### config.mk
export PLATFORM = sky130hd
export DESIGN_NAME = mem_access_unit
export DESIGN_NICKNAME = d
export VERILOG_FILES = /design/src/rtl/mem_access_unit_pkg.sv /design/src/rtl/mem_access_unit_ampattern.sv /design/src/rtl/mem_access_unit_load_extract.sv /design/src/rtl/mem_access_unit.sv
export SDC_FILE = /design/constraint.sdc
export NUM_CORES = 1
export LEC_CHECK = 0
export ABC_AREA = 1
export BUFFER_PORTS_ARGS = -buffer_cell sky130_fd_sc_hd__buf_2
export CAP_MARGIN = 0
export CORE_MARGIN = 2
export CORE_UTILIZATION = 49
export DETAILED_ROUTE_END_ITERATION = 10
export GPL_ROUTABILITY_DRIVEN = 0
export GPL_TIMING_DRIVEN = 0
export PLACE_DENSITY = 0.87
export SLEW_MARGIN = 10
export SYNTH_ARGS = -nofsm -noshare
export SYNTH_HDL_FRONTEND = slang
export SYNTH_SLANG_ARGS = --single-unit
### constraint.sdc
create_clock -name clk -period 3.2 [get_ports clk]
set_input_delay 0 -clock clk [delete_from_list [all_inputs] [get_ports clk]]
set_output_delay 0 -clock clk [all_outputs]
set_load 0.02 [all_outputs]
### src/rtl/mem_access_unit_pkg.sv
// Shared size codes, LSU state encodings and store-lane helpers for the
// memory-stage access unit.
package mem_access_unit_pkg;

  localparam int XLEN = 32;

  localparam logic [1:0] SWHB_WORD = 2'b01;
  localparam logic [1:0] SWHB_HALF = 2'b10;
  localparam logic [1:0] SWHB_BYTE = 2'b11;

  localparam logic [1:0] LSU_IDLE = 2'b00;
  localparam logic [1:0] LSU_BUSY = 2'b01;
  localparam logic [1:0] LSU_DONE = 2'b10;

  typedef struct packed {
    logic [1:0] size;
    logic       lunsigned;
    logic [1:0] off;
  } lsu_req_t;

  // Size code 00 is legal and behaves exactly like a word access.
  function automatic logic [1:0] norm_size(input logic [1:0] swhb);
    return (swhb == 2'b00) ? SWHB_WORD : swhb;
  endfunction

  function automatic logic [XLEN-1:0] replicate_store(input logic [1:0] size,
                                                      input logic [XLEN-1:0] wdata);
    case (norm_size(size))
      SWHB_BYTE: return {4{wdata[7:0]}};
      SWHB_HALF: return {2{wdata[15:0]}};
      default:   return wdata;
    endcase
  endfunction

endpackage

### src/rtl/mem_access_unit_ampattern.sv
// Byte-enable pattern generator: maps access size and low address bits to
// the four byte-lane enables of the data bus.
module ampattern
  import mem_access_unit_pkg::*;
(
  input  logic [1:0] addr,
  input  logic [1:0] swhb,
  output logic [3:0] amp
);

  always_comb begin
    amp = 4'b1111;
    case (norm_size(swhb))
      SWHB_HALF: amp = addr[1] ? 4'b1100 : 4'b0011;
      SWHB_BYTE: amp = 4'b0001 << addr;
      default:   amp = 4'b1111;
    endcase
  end

endmodule

### src/rtl/mem_access_unit_load_extract.sv
// Pulls the addressed byte/half out of a returned memory word and sign- or
// zero-extends it; word loads pass through untouched.
module load_extract
  import mem_access_unit_pkg::*;
(
  input  logic [XLEN-1:0] rdata,
  input  logic [1:0]      addr,
  input  logic [1:0]      swhb,
  input  logic            lunsigned,
  output logic [XLEN-1:0] data
);

  logic [7:0]  byte_v;
  logic [15:0] half_v;

  always_comb begin
    byte_v = rdata[{addr, 3'b000} +: 8];
    half_v = addr[1] ? rdata[31:16] : rdata[15:0];
    data   = rdata;
    case (norm_size(swhb))
      SWHB_BYTE: data = {{(XLEN-8){~lunsigned & byte_v[7]}}, byte_v};
      SWHB_HALF: data = {{(XLEN-16){~lunsigned & half_v[15]}}, half_v};
      default:   data = rdata;
    endcase
  end

endmodule

### src/rtl/mem_access_unit.sv
// Memory-stage load/store sequencer: runs one req/ack bus transaction per
// MEM-stage access and stalls the pipeline until it completes.
module mem_access_unit
  import mem_access_unit_pkg::*;
(
  input  logic            clk,
  input  logic            reset,
  input  logic            req,
  input  logic            we,
  input  logic [1:0]      swhb,
  input  logic            lunsigned,
  input  logic [XLEN-1:0] addr,
  input  logic [XLEN-1:0] wdata,
  output logic            stall,
  output logic            done,
  output logic [XLEN-1:0] rdata,
  output logic            misalign,
  output logic            bus_req,
  output logic            bus_we,
  output logic [XLEN-1:0] bus_addr,
  output logic [3:0]      bus_be,
  output logic [XLEN-1:0] bus_wdata,
  input  logic            bus_ack,
  input  logic [XLEN-1:0] bus_rdata
);

  logic [1:0]      state;
  lsu_req_t        lat;
  logic [1:0]      size;
  logic [3:0]      be_next;
  logic [XLEN-1:0] load_data;
  logic            in_idle;
  logic            accept;

  assign size     = norm_size(swhb);
  assign in_idle  = (state == LSU_IDLE);
  assign misalign = in_idle && req &&
                    ((size == SWHB_HALF && addr[0]) ||
                     (size == SWHB_WORD && addr[1:0] != 2'b00));
  assign accept   = in_idle && req && !misalign;
  assign stall    = accept || (state == LSU_BUSY);
  assign done     = (state == LSU_DONE);

  ampattern u_ampattern (
    .addr (addr[1:0]),
    .swhb (swhb),
    .amp  (be_next)
  );

  // Extraction uses the latched request, since the MEM stage inputs are
  // only guaranteed during the accept cycle.
  load_extract u_load_extract (
    .rdata     (bus_rdata),
    .addr      (lat.off),
    .swhb      (lat.size),
    .lunsigned (lat.lunsigned),
    .data      (load_data)
  );

  always_ff @(posedge clk or posedge reset) begin
    if (reset) begin
      state     <= LSU_IDLE;
      lat       <= '0;
      bus_req   <= 1'b0;
      bus_we    <= 1'b0;
      bus_addr  <= '0;
      bus_be    <= 4'b0000;
      bus_wdata <= '0;
      rdata     <= '0;
    end else begin
      case (state)
        LSU_IDLE: begin
          if (accept) begin
            lat.size      <= size;
            lat.lunsigned <= lunsigned;
            lat.off       <= addr[1:0];
            bus_req       <= 1'b1;
            bus_we        <= we;
            bus_addr      <= {addr[XLEN-1:2], 2'b00};
            bus_be        <= be_next;
            bus_wdata     <= replicate_store(size, wdata);
            state         <= LSU_BUSY;
          end
        end
        LSU_BUSY: begin
          if (bus_ack) begin
            if (!bus_we) rdata <= load_data;
            bus_req <= 1'b0;
            state   <= LSU_DONE;
          end
        end
        // req is still the completed instruction here, so it is not sampled.
        LSU_DONE: state <= LSU_IDLE;
        default:  state <= LSU_IDLE;
      endcase
    end
  end

endmodule

# --- Word-level counts from Yosys, hierarchy flattened ---
# Index checks and enable logic that the tools add are counted.
word_totals:
  ff_bits: 107
  elab_cells: 59
classes:
  eq_ne: 11
  n_shift: 2
  muxes: 14
  bitwise_logic: 4
  reduce_logical: 18
ops:
  columns: ["op", "count"]
  rows:
  - ["case mux 32 bit (2 select lines)", 2]
  - ["indexed part select 32 x 6 -> 8 bit", 1]
  - ["two-way mux 16 bit", 1]
  - ["equality test 2 bit, second input constant", 7]
  - ["two-way mux 2 bit", 5]
  - ["zero test 2 bit", 4]
  - ["case mux 4 bit (2 select lines)", 1]
  - ["AND reduction 3 bit", 2]
  - ["logical AND 1 bit", 5]
  - ["equality test 2 x 1 -> 1 bit, second input constant", 2]
  - ["two-way mux 4 bit", 1]
  - ["case mux 2 bit (2 select lines)", 1]
  - ["AND reduction 2 bit", 2]
  - ["nonzero test 2 bit", 2]
  - ["<< shifter 1 x 2 -> 4 bit, first input constant", 1]
  - ["bitwise AND 1 bit", 2]
  - ["logical OR 1 bit", 2]
  - ["two-way mux 1 bit", 2]
  - ["inequality test 2 x 1 -> 1 bit, second input constant", 1]
  - ["inequality test 2 bit, second input constant", 1]
  - ["NOT 1 bit", 2]
  - ["case mux 1 bit (2 select lines)", 1]
  - ["zero test 1 bit", 1]

# --- Logic depth before layout (Yosys ltp) ---
# Gate-level depths: netlist (run 1).
logic_depth:
  ltp_word: 10
  mapped_depth: 11
  depth_no_buf: 9

# --- Hierarchy ---
# From an unflattened synthesis (run 1), not the netlist that was laid out.
unflattened:
  hier_cells: 725
  hier_area_um2: 5485.3
by_module_without_submodules:
  columns: ["mod", "instances", "cells_per_inst", "area_each_um2", "seq_area_each_um2"]
  rows:
  - ["mem_access_unit", 1, 555, 4636.9, 2677.6]
  - ["load_extract", 1, 158, 800.8, 0.0]
  - ["ampattern", 1, 12, 47.5, 0.0]

# --- Least setup slack after synthesis (run 1) ---
# No wires, ideal clock.
synth_path:
  kind: "register to register"
  start: "register lat[4] in the netlist's numbering"
  end: "register rdata[17]"
  setup_time_ps: 113
  t_arrival_ps: 1252
  t_required_ps: 3087
  slack_ps: 1835
  path_stages_with_launch: 11
  n_path_buf: 2
  period_less_slack_ps: 1365
  path_cell_list: "dfrtp_1 > buf_4 > nand2_1 > nor2_4 > nand2_1 > nand2_2 > nand2_4 > buf_6 > nand3_1 > nand2_1 > inv_1"
synth_via:
  elab_chain_len: 4
synth_rtl:
  columns: ["item", "line", "source"]
  rows:
  - ["start: declaration", "mem_access_unit.sv:28", "lsu_req_t lat;"]
  - ["zero test 2 bit", "mem_access_unit_pkg.sv:23", "return (swhb == 2'b00) ? SWHB_WORD : swhb;"]
  - ["two-way mux 2 bit (*)", "mem_access_unit_pkg.sv:23", null]
  - ["equality test 2 bit", "mem_access_unit_load_extract.sv:20", "case (norm_size(swhb))"]
  - ["case mux 32 bit (2 select lines) (*)", "mem_access_unit_load_extract.sv:20", null]
  - ["end signal: assignment", "mem_access_unit.sv:87", "if (!bus_we) rdata <= load_data;"]
  - ["end: declaration", "mem_access_unit.sv:16", "output logic [XLEN-1:0] rdata,"]
# Mark *: on every way between the ends. The rest lies on a longest branch, timed or not.
# A chain may end at the register's enable or synchronous reset.

# --- Worst setup path after layout (run 1) ---
layout_path:
  start: "register state[0]"
  end: "output stall"
layout_via:
  elab_chain_len: 6
layout_rtl:
  columns: ["item", "line", "source"]
  rows:
  - ["start: declaration", "mem_access_unit.sv:27", "logic [1:0] state;"]
  - ["start signal: assignment", "mem_access_unit.sv:62", "state <= LSU_IDLE;"]
  - ["start signal: assignment", "mem_access_unit.sv:82", "state <= LSU_BUSY;"]
  - ["start signal: assignment", "mem_access_unit.sv:89", "state <= LSU_DONE;"]
  - ["zero test 2 bit", "mem_access_unit.sv:36", "assign in_idle = (state == LSU_IDLE);"]
  - ["logical AND 1 bit", "mem_access_unit.sv:37, mem_access_unit.sv:40", null]
  - ["logical AND 1 bit", "mem_access_unit.sv:37", "assign misalign = in_idle && req &&"]
  - ["zero test 1 bit", "mem_access_unit.sv:40", "assign accept = in_idle && req && !misalign;"]
  - ["logical AND 1 bit", "mem_access_unit.sv:40", null]
  - ["logical OR 1 bit (*)", "mem_access_unit.sv:41", "assign stall = accept || (state == LSU_BUSY);"]
  - ["end: declaration", "mem_access_unit.sv:14", "output logic stall,"]
# Marks and branches as above.

==> run_results.csv, run 1 <==
group,metric,value,unit
global_routing,grt_max_degree,68,
sta,finClkSkew,0.00566,ns
clock_tree,cts_setup_buffers,0,
clock_tree,cts_sinks,107,
clock_tree,cts.htree.levels,3,
pwr,pwr-share-comb,45.4,%
run_status,status,"complete, no violations",
synth,synth_top_family_by_area,"simple AND/OR/NAND/NOR gates",
critical_path,r2r_start,"lat[1]",
routing,vias,6082,
job,max_cap_violations,0,
critical_path,rrSetupSlack,1.47,ns
clock_tree,path_clk_slew,0.11,ns
sta,fin_setup_tns,0,ns
cells_and_area,diodes,0,
sta,hold_viol,0,
sta,drv_slew,0,
synth,synth_seq_cells,107,
synth,synth_area_leaders,"dfrtp_1 (51%), nand2_1 (25%), inv_1 (4.4%), o21ai_0 (3.5%), nor2_1 (3.1%)",
sta,worst_pin_slew,0.559,ns
placed_design,dp_hpwl,11700,um
synth,yosysWarnings,0,
synth,synth_cells,726,
sta,period_needed,2.07,ns
sta,whs,0.00597,ns
critical_path,cp-end-kind,"output pin",
synth,synth-xor-area-share,0,%
routing,drc,0,
clock_tree,post_cts_resized,0,
clock_tree,clock_path_buffers,2,
cells_and_area,nNetsFinal,1130,
synth,async_flop_share,100,%
floorplan,dieWidth,108,um
worst_hold_path,hp-class,"primary input to flip-flop",
routing,dr.pass1.iters,6,
synth,synth_cell_types,24,
routing,drt_iter0_drc,466,
pwr,p_int,0.00297,W
clock_tree,ctsRootBufferMaster,"clkbuf_8",
placed_design,pre_cts_ws,1.50,ns
synth,syn_area_per_cell,7.28,um2
critical_path,startpoint,"state[0]",
pwr,pwr-share-seq,39.5,%
synth,synth-adder-area-share,0,%
critical_path,r2r-end,"rdata[31]",
clock_tree,clk_latency,0.38,ns
synth,yosysSeqAreaShare,50.7,%
sta,postLayoutSetupSlackWorst,1.13,ns
routing,wirelength,19200,um
critical_path,required,3.20,ns
critical_path,worstPathArrival,2.07,ns
synth,synth.mux.area_fraction,0,%
sta,clock.fmax,482,MHz
placed_design,place_area,6520,um2
global_routing,grt_pass1_vias,6105,
cells_and_area,final_layout_size_suffix_gt1_share,26.5,%
clock_tree,cts_tree,"yes",
clock_tree,cts_hold_buf,81,
cells_and_area,final_area,7510,um2
cells_and_area,syn2layout_area_growth,42.3,%
pwr,peakVddDrop,0.000414,V
floorplan,num_io_pins,209,
synth,synth_area,5280,um2
sta,relSlewSlack,62.4,%
clock_tree,numCtsBuffers,9,
critical_path,startpoint_type,"flip-flop",
global_routing,grt_pass1_wl,30100,um
synth,synth-edff-count,0,
synth,synthFlopType,"dfrtp_1",
pwr,sw_frac_of_total,44.3,%
floorplan,initial_core_util,50.7,%
critical_path,crit_fanout,10,
routing,antenna_left,0,
pwr,power.switching,0.00236,W
sta,setup_viol,0,
synth,synth_compound_area_share,5.73,%
global_routing,overflow,0,
synth,synth.largest_area_cell,"dfrtp_1",
routing,vias_per_cell,5.21,
routing,wl_per_cell,16.4,um
sta,min_period_over_period,64.8,%
critical_path,cp-endpoint,"stall",
floorplan,core_area,10400,um2
placed_design,io_buffers,206,
global_routing,grtUsageTotal,33.9,%
pwr,p_leak,4.32,nW
pwr,clkPwrFrac,15.1,%
critical_path,reg2reg_depth,9,
critical_path,critPathKind,"flip-flop to output pin",
floorplan,core.rowCount,37,
floorplan,die_area,11600,um2
cells_and_area,mostFrequentLayoutCells,"nand2_1 (358), buf_2 (212), dfrtp_1 (107)",
global_routing,grt_antenna_before_repair,0,
floorplan,fp.dieH,108,um
pwr,power_density,709,nW/um2
sta,rsz0062_at_grt,"no",
synth,synthSimpleGateAreaFrac,35.2,%
cells_and_area,final_common_cell,"nand2_1",
synth,post-synth-top-area-fraction,50.7,%
-- worst max-delay path, cell delays in order, from the launching register on --
cell     delay [ns]
dfrtp_1        0.41
nor2_1         0.20
nand2_1        0.15
nor2_4         0.22
inv_2          0.10
buf_2          0.21
buf_6          0.17
nand2_1        0.06
buf_2          0.16
-- cell type report --
| type | instances | area [um2] |
|---|---|---|
| Timing Repair Buffer | 288 | 1870 |
| Sequential cell | 107 | 2680 |
| Buffer | 37 | 193 |
| Inverter | 66 | 253 |
| Multi-Input combinational cell | 517 | 2170 |
| Tap cell | 136 | 170 |
| Clock buffer | 9 | 124 |
| Fill cell | 745 | 2900 |
| Clock inverter | 7 | 60.1 |
-- routing by layer --
layer	up-vias	wire (um)	part of all wire (%)	GRT usage, %
li1	2790	-	-	-
met1	2773	7260	38	40.3
met3	100	1740	9.1	8.17
met5	-	0	0	0
met2	419	9080	47	55.7
met4	0	1100	5.7	19.7
-- synth_stat cells (2+ instances only) --
master      n
o211ai_1    4
nand2_1   358
buf_6       3
dfrtp_1   107
clkbuf_1   18
o21ai_0    37
nor2_1     44
nand3_1    22
nand2_2     2
buf_1       3
a211oi_1    4
a21oi_1     9
nand4_1     7
buf_2       6
nor2_4      2
buf_4       6
inv_1      62
or2_2      23
inv_2       4
-- state kept, by name, summed over array words and instances, names as in the netlist --
register / cells
bus_req: 1
bus_wdata: 32
rdata: 32
state: 2
bus_we: 1
bus_addr: 30
bus_be: 4
lat: 5
-- worst min path at each step --
stage                       startpoint            to  slack (ns)  cells after the start
after floorplan                bus_ack      state[0]        0.11                      1
after global placement        addr[27]  bus_addr[27]        0.20                      3
after detailed placement         reset  bus_addr[27]        0.03                      2
after CTS                 bus_rdata[3]      rdata[3]      0.0004                      5
after global routing      bus_rdata[3]      rdata[3]        0.04                      5
final                     bus_rdata[3]      rdata[3]       0.006                      5
-- power groups by stage --
stage,Clock (W),Combinational (W),Sequential (W)
3_3_place_gp,0,0.00222,0.00208
2_1_floorplan,0,0.000891,0.00265
5_1_grt,0.000868,0.00262,0.00215
4_1_cts,0.000814,0.00236,0.00207
3_5_place_dp,0,0.00228,0.00208
6_report,0.000803,0.00242,0.00210
-- cell families (layout without fill, tap and decap cells) --
group,after synthesis,after routing
other cells,1,2
flops,107,107
buf+inv,103,407
simple gates,460,460
compound gates,55,55
-- stage by stage --
step | utilization (%) | power (W) | instances
finish | 72.1 | 0.00533 | 1167
global route | 72.1 | 0.00564 | 1167
CTS | 72.1 | 0.00525 | 1167
detailed placement | 62.6 | 0.00437 | 1070
global placement | 62.3 | 0.00430 | 1069
floorplan | - | 0.00354 | 727
Power figures use the tool's default switching activity.
==> inputs of run 2 (changes only) <==
Clock period 3.2 ns to 2.1 ns, I/O delays scaled along.
==> run_results.csv, run 2 (synthesis results as in run 1) <==
group,metric,value,unit
run_status,status,"complete, no violations",
sta,drv_slew,0,
routing,vias_per_cell,5.35,
sta,setup_viol,0,
job,max_cap_violations,0,
critical_path,reg2reg_depth,7,
critical_path,cp-endpoint,"stall",
pwr,p_leak,4.35,nW
cells_and_area,top_regs,"bus_wdata x32, rdata x32, bus_addr x30",
placed_design,dp_hpwl,11700,um
critical_path,rrSetupSlack,0.31,ns
critical_path,startpoint_type,"flip-flop",
clock_tree,cts_sinks,107,
sta,min_period_over_period,91.7,%
routing,drt_iter0_drc,653,
clock_tree,ctsRootBufferMaster,"clkbuf_8",
critical_path,r2r_start,"state[0]",
critical_path,critPathKind,"flip-flop to output pin",
floorplan,dieWidth,108,um
clock_tree,clk_latency,0.37,ns
sta,hold_viol,0,
critical_path,required,2.10,ns
cells_and_area,final_layout_size_suffix_gt1_share,26.9,%
worst_hold_path,hp-class,"primary input to flip-flop",
global_routing,grt_antenna_before_repair,0,
sta,period_needed,1.93,ns
cells_and_area,final_common_cell,"nand2_1",
routing,drc,0,
global_routing,grt_pass1_vias,6174,
global_routing,grtUsageTotal,34.6,%
clock_tree,cts_tree,"yes",
pwr,finalPower,0.00838,W
sta,worst_pin_slew,0.615,ns
cells_and_area,mostFrequentLayoutCells,"nand2_1 (358), buf_2 (212), dfrtp_1 (107)",
clock_tree,path_clk_slew,0.11,ns
placed_design,io_buffers,206,
global_routing,grt_pass1_wl,30800,um
floorplan,fp.dieH,108,um
sta,rsz0062_at_grt,"no",
sta,relSlewSlack,59.0,%
routing,antenna_left,0,
sta,finClkSkew,0.00879,ns
floorplan,die_area,11600,um2
pwr,power_density,1110,nW/um2
global_routing,overflow,0,
floorplan,num_io_pins,209,
clock_tree,post_cts_resized,0,
cells_and_area,syn2layout_area_growth,43.3,%
routing,vias,6249,
sta,clock.fmax,519,MHz
critical_path,cp-end-kind,"output pin",
critical_path,worstPathArrival,1.93,ns
routing,wirelength,19700,um
floorplan,core_area,10400,um2
clock_tree,numCtsBuffers,9,
pwr,peakVddDrop,0.000628,V
global_routing,grt_max_degree,34,
floorplan,core.rowCount,37,
clock_tree,clock_path_buffers,2,
critical_path,startpoint,"state[0]",
routing,wl_per_cell,16.9,um
sta,fin_setup_tns,0,ns
clock_tree,cts.htree.levels,3,
critical_path,crit_fanout,10,
routing,dr.pass1.iters,6,
cells_and_area,nNetsFinal,1130,
critical_path,r2r-end,"bus_wdata[9]",
placed_design,pre_cts_ws,0.382,ns
sta,postLayoutSetupSlackWorst,0.173,ns
floorplan,initial_core_util,50.7,%
-- run 2: critical path, cell delays in order, from the launching register on --
cell     delay (ns)
dfrtp_1        0.41
nor2_1         0.18
nand2_1        0.13
nor2_4         0.16
inv_2          0.10
buf_2          0.20
buf_6          0.16
nand2_1        0.05
buf_2          0.17
-- run 2: cell type report --
| class | instances | area, um2 |
|---|---|---|
| Fill cell | 751 | 2850 |
| Sequential cell | 107 | 2680 |
| Multi-Input combinational cell | 517 | 2170 |
| Timing Repair Buffer | 288 | 1880 |
| Inverter | 66 | 251 |
| Buffer | 37 | 193 |
| Tap cell | 136 | 170 |
| Clock buffer | 9 | 124 |
| Clock inverter | 7 | 108 |
| Antenna cell | 1 | 2.50 |
-- run 2: worst min path at each step --
stage / slack, ns / end / cells past startpoint / start
4_1_cts: 0.00001 / rdata[14] / 5 / bus_rdata[14]
2_1_floorplan: 0.11 / state[0] / 1 / bus_ack
3_5_place_dp: 0.05 / bus_wdata[18] / 2 / reset
3_3_place_gp: 0.20 / bus_addr[29] / 3 / addr[29]
5_1_grt: 0.02 / rdata[15] / 5 / bus_rdata[15]
6_report: 0.03 / rdata[14] / 5 / bus_rdata[14]
-- run 2: layer usage --
layer	routed length, um	global-route usage, %	up-vias
met5	0	0	-
met4	1240	19.0	0
met3	2090	8.72	126
met2	9130	56.6	507
met1	7250	41.7	2823
li1	-	-	2793
-- run 2: power breakdown --
group / internal (W) / total [W] / switching [W]
combinational: 0.00129 / 0.00369 / 0.00240
sequential: 0.00278 / 0.00321 / 0.000429
clock: 0.000696 / 0.00148 / 0.000785
total: 0.00477 / 0.00838 / 0.00361
-- run 2: what timing repair did --
item                                    in CTS  in global routing
setup buffers                                0                  2
endpoints found under the setup margin       0                  1
endpoints found under the hold margin      119                  0
hold buffers                                77                  0
-- run 2: through the flow --
| stage | instances | hold slack, ns | util, % | cell area [um2] |
|---|---|---|---|---|
| global route | 1167 | 0.0227 | 72.7 | 7570 |
| detailed placement | 1072 | 0.0530 | 62.9 | 6550 |
| global placement | 1069 | 0.200 | 62.3 | 6490 |
| CTS | 1165 | 0.0000120 | 72.5 | 7550 |
| floorplan | 727 | 0.110 | - | 5290 |
| finish | 1168 | 0.0262 | 72.7 | 7570 |
==> inputs of run 3 (changes only) <==
Settings changed: RECOVER_POWER set to 50.
==> run_results.csv, run 3 (synthesis results as in run 1) <==
group,metric,value,unit
pwr,power_density,1100,nW/um2
clock_tree,post_cts_resized,0,
clock_tree,clock_path_buffers,2,
critical_path,r2r-end,"rdata[27]",
global_routing,grt_pass1_vias,6174,
global_routing,overflow,0,
routing,wirelength,19700,um
job,max_cap_violations,0,
sta,setup_viol,0,
sta,clock.fmax,520,MHz
critical_path,critPathKind,"flip-flop to output pin",
pwr,peakVddDrop,0.000620,V
floorplan,num_io_pins,209,
sta,finClkSkew,0.0107,ns
clock_tree,ctsRootBufferMaster,"clkbuf_8",
pwr,finalPower,0.00820,W
clock_tree,numCtsBuffers,9,
routing,vias_per_cell,5.36,
routing,drc,0,
critical_path,reg2reg_depth,9,
cells_and_area,nNetsFinal,1130,
sta,min_period_over_period,91.6,%
cells_and_area,mostFrequentLayoutCells,"nand2_1 (358), clkbuf_1 (118), buf_2 (112)",
critical_path,startpoint,"state[0]",
sta,hold_viol,0,
sta,worst_pin_slew,1.12,ns
global_routing,grtUsageTotal,34.6,%
global_routing,grt_antenna_before_repair,0,
cells_and_area,syn2layout_area_growth,40.9,%
cells_and_area,final_layout_size_suffix_gt1_share,17.2,%
global_routing,grt_pass1_wl,30800,um
routing,vias,6258,
run_status,status,"complete, no violations",
cells_and_area,final_core_util,71.5,%
placed_design,io_buffers,206,
routing,wl_per_cell,16.8,um
worst_hold_path,hp-class,"primary input to flip-flop",
sta,fin_setup_tns,0,ns
clock_tree,cts_tree,"yes",
floorplan,initial_core_util,50.7,%
placed_design,dp_hpwl,11700,um
cells_and_area,nFillCells,814,
critical_path,required,2.10,ns
routing,drt_iter0_drc,677,
floorplan,core.rowCount,37,
critical_path,r2r_start,"lat[1]",
critical_path,cp-end-kind,"output pin",
sta,drv_slew,0,
floorplan,fp.dieH,108,um
worst_hold_path,worstHoldStart,"bus_rdata[15]",
floorplan,core_area,10400,um2
clock_tree,cts_sinks,107,
pwr,p_leak,4.04,nW
critical_path,rrSetupSlack,0.28,ns
critical_path,crit_fanout,10,
floorplan,die_area,11600,um2
critical_path,cp-endpoint,"stall",
cells_and_area,top_regs,"bus_wdata x32, rdata x32, bus_addr x30",
cells_and_area,final_common_cell,"nand2_1",
sta,relSlewSlack,25.3,%
routing,dr.pass1.iters,7,
clock_tree,path_clk_slew,0.11,ns
critical_path,startpoint_type,"flip-flop",
floorplan,dieWidth,108,um
global_routing,grt_max_degree,34,
sta,rsz0062_at_grt,"no",
routing,antenna_left,0,
clock_tree,clk_latency,0.37,ns
sta,period_needed,1.92,ns
clock_tree,cts.htree.levels,3,
critical_path,worstPathArrival,1.92,ns
## run 3: changes by cell type in the layout (fill, tap and decap cells not counted), sizes merged
cell / delta
buf: -100
clkbuf: +100
## run 3: metal layers
layer	vias to the layer above	track usage, %	part of all wire [%]
met2	509	56.6	47
met3	126	8.72	10
li1	2795	-	-
met5	-	0	0
met4	0	19.0	6.2
met1	2828	41.7	37
## run 3: worst min path at each step
stage	end	cells past startpoint	slack (ns)
2_1_floorplan	state[0]	1	0.11
3_3_place_gp	bus_addr[29]	3	0.20
3_5_place_dp	bus_wdata[18]	2	0.05
4_1_cts	rdata[14]	5	0.00001
5_1_grt	rdata[15]	5	0.02
6_report	rdata[15]	5	0.02
## run 3: area by class of cell
| type | count | area, um2 | area share, % |
|---|---|---|---|
| sequential | 107 | 2680 | 36.0 |
| inverter | 66 | 249 | 3.35 |
| buffer | 37 | 193 | 2.59 |
| clock buffer | 9 | 124 | 1.66 |
| tap | 136 | 170 | 2.29 |
| antenna | 1 | 2.50 | 0.0336 |
| clock inverter | 7 | 108 | 1.45 |
| timing repair buffer | 288 | 1750 | 23.5 |
| multi-input combinational | 517 | 2170 | 29.1 |
## run 3: through the flow
stage | hold slack, ns | cell area, um2 | cells | setup WS [ns]
finish | 0.0244 | 7440 | 1168 | 0.177
global route | 0.0227 | 7440 | 1167 | 0.0484
CTS | 0.0000120 | 7550 | 1165 | 0.0432
detailed placement | 0.0530 | 6550 | 1072 | 0.382
global placement | 0.200 | 6490 | 1069 | 0.117
floorplan | 0.110 | 5290 | 727 | 0.735
## run 3: power by group
part           switching, W  internal [W]
clock network      0.000790      0.000696
logic               0.00239       0.00110
registers          0.000449       0.00278
## run 3: repair_timing
action | 4_1_cts | 5_1_grt
endpoints found under the setup margin | 0 | 1
setup buffers | 0 | 2
hold buffers | 77 | 0
endpoints found under the hold margin | 119 | 0
## run 3: critical path, stage by stage (launching register included)
cell     delay (ns)
dfrtp_1        0.42
nor2_1         0.17
nand2_1        0.13
nor2_4         0.16
inv_2          0.09
buf_2          0.20
buf_6          0.16
nand2_1        0.05
buf_2          0.17
